### config.mk
export PLATFORM = sky130hd
export DESIGN_NAME = ceff_reader
export DESIGN_NICKNAME = d
export VERILOG_FILES = /design/src/rtl/ceff_reader.sv
export SDC_FILE = /design/constraint.sdc
export NUM_CORES = 1
export LEC_CHECK = 0
export CAP_MARGIN = 20
export CORE_MARGIN = 8
export CORE_UTILIZATION = 53
export DETAILED_ROUTE_END_ITERATION = 10
export DONT_BUFFER_PORTS = 1
export PLACE_DENSITY_LB_ADDON = 0.15
export SYNTH_ARGS = -nofsm -noshare
export SYNTH_HDL_FRONTEND = slang
export SYNTH_SLANG_ARGS = --single-unit
### constraint.sdc
create_clock -name clk -period 1.77 [get_ports clk]
set_clock_uncertainty 0.05 [all_clocks]
set_input_delay 0.2655 -clock clk [delete_from_list [all_inputs] [get_ports clk]]
set_output_delay 0.2655 -clock clk [all_outputs]
set_load 0.05 [all_outputs]
### src/rtl/ceff_reader.sv
// Drain side of a capture register: takes each captured word once, buffers it
// in a show-ahead FIFO, streams it out on valid/ready and acks the capture.
module ceff_reader #(
  parameter int SIZE        = 1,
  parameter int DEPTH       = 4,
  parameter int ACK_TIMEOUT = 16
) (
  input  logic                       clk,
  input  logic                       reset,
  input  logic [SIZE-1:0]            cap_data_i,
  input  logic                       cap_valid_i,
  output logic                       cap_ack_o,
  output logic [SIZE-1:0]            m_data_o,
  output logic                       m_valid_o,
  input  logic                       m_ready_i,
  output logic [$clog2(DEPTH+1)-1:0] level_o,
  output logic                       err_o
);
  localparam int PW = (DEPTH > 1) ? $clog2(DEPTH) : 1;
  localparam int LW = $clog2(DEPTH+1);
  localparam int CW = $clog2(ACK_TIMEOUT+1);

  typedef enum logic {IDLE, WAIT_CLR} state_t;

  state_t          state, state_nx;
  logic [CW-1:0]   cnt, cnt_nx;
  logic            ack_nx, err_nx, push, pop;
  logic [SIZE-1:0] mem [DEPTH];
  logic [PW-1:0]   wr_ptr, rd_ptr;
  logic [LW-1:0]   level;

  assign pop       = m_valid_o && m_ready_i;
  assign m_valid_o = (level != '0);
  assign m_data_o  = m_valid_o ? mem[rd_ptr] : '0;
  assign level_o   = level;

  // Fullness is judged on the current level, so a same-cycle pop never
  // makes room for a push.
  always_comb begin
    state_nx = state;
    cnt_nx   = cnt;
    ack_nx   = 1'b0;
    err_nx   = err_o;
    push     = 1'b0;
    case (state)
      IDLE: begin
        if (cap_valid_i && (level < LW'(DEPTH))) begin
          push     = 1'b1;
          ack_nx   = 1'b1;
          state_nx = WAIT_CLR;
        end
      end
      WAIT_CLR: begin
        if (!cap_valid_i) begin
          state_nx = IDLE;
          cnt_nx   = '0;
        end else if (cnt == CW'(ACK_TIMEOUT-1)) begin
          err_nx = 1'b1;
          ack_nx = 1'b1;
          cnt_nx = '0;
        end else begin
          cnt_nx = cnt + CW'(1);
        end
      end
      default: state_nx = IDLE;
    endcase
  end

  always_ff @(posedge clk) begin
    if (reset) begin
      state     <= IDLE;
      cnt       <= '0;
      cap_ack_o <= 1'b0;
      err_o     <= 1'b0;
      wr_ptr    <= '0;
      rd_ptr    <= '0;
      level     <= '0;
    end else begin
      state     <= state_nx;
      cnt       <= cnt_nx;
      cap_ack_o <= ack_nx;
      err_o     <= err_nx;
      if (push) wr_ptr <= wr_ptr + PW'(1);
      if (pop)  rd_ptr <= rd_ptr + PW'(1);
      case ({push, pop})
        2'b10:   level <= level + LW'(1);
        2'b01:   level <= level - LW'(1);
        default: level <= level;
      endcase
    end
  end

  always_ff @(posedge clk) begin
    if (push) mem[wr_ptr] <= cap_data_i;
  end
endmodule

Word-level counts from Yosys, hierarchy flattened
Memory sizes are Yosys's and may differ from the RTL's. A register that Yosys moved wholly into a read port is not among the register bits.
Cells that the tools add are included.
{ "totals": {"register_bits": 15, "mem_bits_rw": 4, "inputBits": 5, "out_inout_bits": 7, "word_cells": 38, "mem_count": 1} }
{ "mem_list": {"columns": ["memory", "depth", "width", "read_ports", "rd_ports_with_merged_regs", "wr", "line_no", "source"], "rows": [
  ["mem", 4, 1, 1, 1, 1, "28", "logic [SIZE-1:0] mem [DEPTH];"]
]} }
{ "op_classes": {"n_addsub": 5, "order_cmp": 1, "n_eq_ne": 3, "mux": 15, "bitwise": 1, "reduce_logical": 5} }
{ "ops": {"columns": ["cell", "count"], "rows": [
  ["$mux 5", 2],
  ["$mux 1", 8],
  ["$pmux 3 s2", 1],
  ["$add 5x1->5 const B", 1],
  ["$eq 5x4->1 const B", 1],
  ["$add 2x1->2 const B", 2],
  ["$mux 2", 2],
  ["$pmux 1 s2", 2],
  ["$add 3x1->3 const B", 1],
  ["$lt 3x3->1 const B", 1],
  ["$reduce_and 3->1", 1],
  ["$reduce_bool 3->1", 1],
  ["$sub 3x1->3 const B", 1],
  ["$eq 2x1->1 const B", 1],
  ["$eq 2x2->1 const B", 1],
  ["$logic_and 1x1->1", 2],
  ["$reduce_bool 2->1", 1],
  ["$not 1->1", 1]
]} }

Logic depth before layout (Yosys ltp)
Gate-level depths: netlist of run 1.
{ "logic_depth": {"depth_word": 6, "ltp_mapped": 9, "depth_no_buf": 8} }

Worst setup path after synthesis of run 1
No wires, ideal clock.
{ "synth_path": {"path_kind": "reg2reg", "start": "reg level[2] (netlist: level_o[2])", "end": "reg level[2] (netlist: level_o[2])", "setup_ns": 0.071, "arrival_time_ns": 2.124, "required_time_ns": 1.649, "setup_slack_ns": -0.474, "stages_incl_launch_ff": 9, "path_buffers": 0, "synth_period_minus_slack_ns": 2.244, "cell_sequence": "dfxtp_1 > o31ai_1 > inv_1 > ha_1 > inv_1 > fa_1 > xor2_1 > or3_1 > a21oi_1"} }
{ "synth_between": {"elab_cells_between_ends": 12, "classes_between": "2 x add/sub; 1 x order compare; 2 x eq/ne; 3 x mux; 4 x reduce/logical"} }
{ "synth_lines": {"columns": ["element", "line_no", "source"], "rows": [
  ["start: declaration", "30", "logic [LW-1:0] level;"],
  ["start signal: assignment", "86", "2'b10: level <= level + LW'(1);"],
  ["start signal: assignment", "87", "2'b01: level <= level - LW'(1);"],
  ["start signal: assignment", "88", "default: level <= level;"],
  ["$reduce_bool 3->1 *", "33", "assign m_valid_o = (level != '0);"],
  ["$logic_and 1x1->1 *", "32", "assign pop = m_valid_o && m_ready_i;"],
  ["via pop", "27", "logic ack_nx, err_nx, push, pop;"],
  ["$eq 2x1->1 or $eq 2x2->1 (tied branches)", "85", "case ({push, pop})"],
  ["$pmux 3 s2 or $reduce_bool 2->1 (tied branches)", null, null]
]} }
The timed path passes the listed nets; every way through them passes the cells marked *.
A chain may end at the register's enable or synchronous reset.

Worst setup path in the final report of run 1
{ "layout_path": {"start": "reg level[2] (netlist: level_o[2])", "end": "reg level[2] (netlist: level_o[2])"} }
{ "layout_between": {"elab_chain_len": 6, "elab_cells_between_ends": 12, "classes_between": "2 x add/sub; 1 x order compare; 2 x eq/ne; 3 x mux; 4 x reduce/logical"} }
{ "layout_rtl": {"columns": ["element", "line_no", "source"], "rows": [
  ["$lt 3x3->1", "47", "if (cap_valid_i && (level < LW'(DEPTH))) begin"],
  ["$logic_and 1x1->1", "47", null],
  ["$mux 1", "47", null],
  ["$mux 1", "45", "case (state)"],
  ["$eq 2x1->1 or $eq 2x2->1 (tied branches)", "85", null],
  ["$pmux 3 s2 or $reduce_bool 2->1 (tied branches)", null, null]
]} }
Parallel ways exist; a longest one is shown, timed or not.

==> results.json, run 1 <==
{
  "diodes": 0,
  "violations": "hold timing, setup timing",
  "hold_viol_final": 9,
  "cap_viol_max_count": 0,
  "power_density_nw_per_um2": 1440,
  "die_w_um": 58.4,
  "grt-ovfl-total": 0,
  "die_area_um2": 3420,
  "synthFlopType": "dfxtp_1",
  "sw_frac_of_total_pct": 39.5,
  "synth-edff-count": 4,
  "holdCritPathClass": "in -> reg",
  "cts.sinks": 21,
  "finalNonFillerCells": 141,
  "finalSetupTns_ps": -64.5,
  "path_max_fanout": 4,
  "fin_ws_ps": -37.1,
  "worstPathArrival_ps": 1990,
  "regArea_um2": 477,
  "post-route-cell-area_um2": 1260,
  "yosys_warnings": 0,
  "ys_types": 29,
  "die_h_um": 58.4,
  "hold_slack_ps": -40.0,
  "hold_buffers": 9,
  "postRouteAntennaNets": 0,
  "finalSetupViolations": 2,
  "place_hpwl_um": 1140,
  "final_max_slew_viol_count": 0,
  "track_usage_pct": 10.6,
  "hold_depth": 1,
  "clockPowerShare_pct": 12.6,
  "nFillCells": 124,
  "critPathKind": "reg -> reg",
  "tightestPinTransition_ps": 508,
  "p_int_mw": 1.10,
  "grt_max_degree": 17,
  "clk_pin_slew_ps": 110,
  "grt_setup_unrepaired": "true",
  "post_dp_cell_area_um2": 1070,
  "coreArea_um2": 1710,
  "slew_headroom_pct": 66.1,
  "drt_first_pass_iters": 2,
  "vdd_drop_max_mv": 0.799,
  "synth_seq_area_share_pct": 48.2,
  "ys_ff_latch": 21,
  "drive_gt1_share_pct": 30.2,
  "vias_per_cell": 5.07,
  "io_pins": 12,
  "min_period_over_period_pct": 102,
  "dr_total_vias": 715,
  "clk_path_buf_depth": 2,
  "grt_pass1_vias": 656,
  "wl_per_cell_um": 12.7,
  "row_count": 15,
  "avgSynthCellArea_um2": 10.3,
  "p_leak_nw": 0.504,
  "syn_nets": 105,
  "cts_made_buffers": 3,
  "multi_input_area_um2": 463,
  "synthArstFlopShare_pct": 0,
  "htree_levels": 1,
  "period_needed_ps": 1810,
  "synthCells": 93,
  "gp_congestion": 0.754,
  "pre_cts_ws_ps": 4.52,
  "wl_um": 1800,
  "cp.required_ps": 1950,
  "start_util_pct": 55.9,
  "nets": 129,
  "drc": 0,
  "portBuffers": 0,
  "insertion_delay_ps": 300,
  "cts_root_buf": "clkbuf_4",
  "max_freq_mhz": 553,
  "area.growth.synth_to_final_pct": 32.2,
  "grt_first_pass_wirelength_um": 2870,
  "antenna_found_initial": 0,
  "startpoint_type": "flip-flop",
  "cts_tree": "built",
  "r2r_cells": 8,
  "drt_iter0_markers": 7,
  "power.switching_uw": 718,
  "syn-cell-area_um2": 955,
  "p_comb_share_pct": 50.0,
  "place_inst": 124,
  "status": "finished, violations left",
  "pwr-share-seq_pct": 37.4,
  "layout_common_cells": "10 x inv_1, 10 x dfxtp_1, 9 x dlygate4sd3_1, 9 x buf_4",
  "cp-end-kind": "flip-flop"
}
## metal layers
metal  routed length [um]  part of all wire [%]  global-route usage [%]
met5                    0                     0                       0
met4                   17                  0.95                    4.20
met3                   94                   5.2                    3.48
met2                  890                    50                    17.6
met1                  794                    44                    12.2
## worst max-delay path, cell delays in order (launching register included)
cell and delay [ps]:
dfxtp_4 420, nor3b_4 60, inv_1 80, ha_2 190, inv_2 40, fa_2 320, xor2_1 150, or3_1 310
a21oi_1 120
## through the flow
stage	utilization (%)	power (mW)
after floorplan	-	1.19
final	73.9	1.82
after global placement	62.6	1.40
after CTS	71.4	1.74
after detailed placement	62.6	1.42
after global routing	73.9	1.92
## power groups by stage
stage,Clock [mW],Combinational (mW),Sequential (mW)
3_5_place_dp,0,0.737,0.682
6_report,0.229,0.910,0.681
5_1_grt,0.260,0.971,0.692
4_1_cts,0.240,0.827,0.674
2_1_floorplan,0,0.416,0.772
3_3_place_gp,0,0.723,0.677
## sequential cells by signal, summed over array words and instances (netlist names), named ones only
| name | cells |
|---|---|
| cap_ack_o | 1 |
| err_o | 1 |
| cnt | 5 |
| mem | 4 |
| wr_ptr | 2 |
| state | 1 |
| level_o | 3 |
| rd_ptr | 2 |
## area by class of cell
class | count | share of cell area [%]
clock buffers | 3 | 1.78
clock inverters | 1 | 0.595
repair buffers | 22 | 17.4
multi-input cells | 58 | 36.7
inverters | 11 | 3.27
well taps | 25 | 2.48
flip-flops and latches | 21 | 37.8
## cells by family (layout without fill, tap and decap cells)
| family | count (synthesis) | after routing | share of synthesized area [%] |
|---|---|---|---|
| compound gates | 16 | 16 | 10.2 |
| mux | 2 | 2 | 3.41 |
| buf+inv | 14 | 37 | 6.29 |
| simple gates | 28 | 28 | 17.3 |
| fa+ha+maj | 7 | 7 | 9.96 |
| flops | 21 | 21 | 48.2 |
| xor+xnor | 5 | 5 | 4.59 |
## synthesized netlist by cell type (2+ instances only)
library cell  number  share of area (%)
a21oi_1            8                4.2
and2_1             5                3.3
clkbuf_1           2               0.79
dfxtp_1           17                 36
edfxtp_1           4                 13
ha_1               6                7.9
inv_1             11                4.3
nand2_1            3                1.2
nand3_1            2                1.0
nor2_1             8                3.1
o2111ai_1          2                1.8
o21ai_0            2                1.0
or3_1              4                2.6
xor2_1             4                3.7
## final timing paths
path / start / end / slack (ps)
min: reset / level_o[1] / -40
min reg2reg: rd_ptr[0] / rd_ptr[0] / 510
max: level_o[2] / level_o[2] / -40
max reg2reg: level_o[2] / level_o[2] / -40
## repair_timing
action	in CTS	in global routing
pin swaps	0	3
setup endpoints to repair	2	6
hold endpoints to repair	21	9
setup buffers	1	3
resized for setup	6	8
Note: power is estimated with default switching activity, not from simulation.
==> inputs of run 2 (changes only) <==
--- a/config.mk
+++ b/config.mk
@@ -11,6 +11,7 @@
 export DETAILED_ROUTE_END_ITERATION = 10
 export DONT_BUFFER_PORTS = 1
 export PLACE_DENSITY_LB_ADDON = 0.15
+export SLEW_MARGIN = 0
 export SYNTH_ARGS = -nofsm -noshare
 export SYNTH_HDL_FRONTEND = slang
 export SYNTH_SLANG_ARGS = --single-unit
==> results of run 2 <==
Same layout as run 1: the final DEF is identical, and so are final timing and power.
==> inputs of run 3 (changes only) <==
--- a/config.mk
+++ b/config.mk
@@ -11,7 +11,6 @@
 export DETAILED_ROUTE_END_ITERATION = 10
 export DONT_BUFFER_PORTS = 1
 export PLACE_DENSITY_LB_ADDON = 0.15
-export SLEW_MARGIN = 0
 export SYNTH_ARGS = -nofsm -noshare
 export SYNTH_HDL_FRONTEND = slang
 export SYNTH_SLANG_ARGS = --single-unit
==> results of run 3 <==
Same layout as run 1: the final DEF is identical, and so are final timing and power.
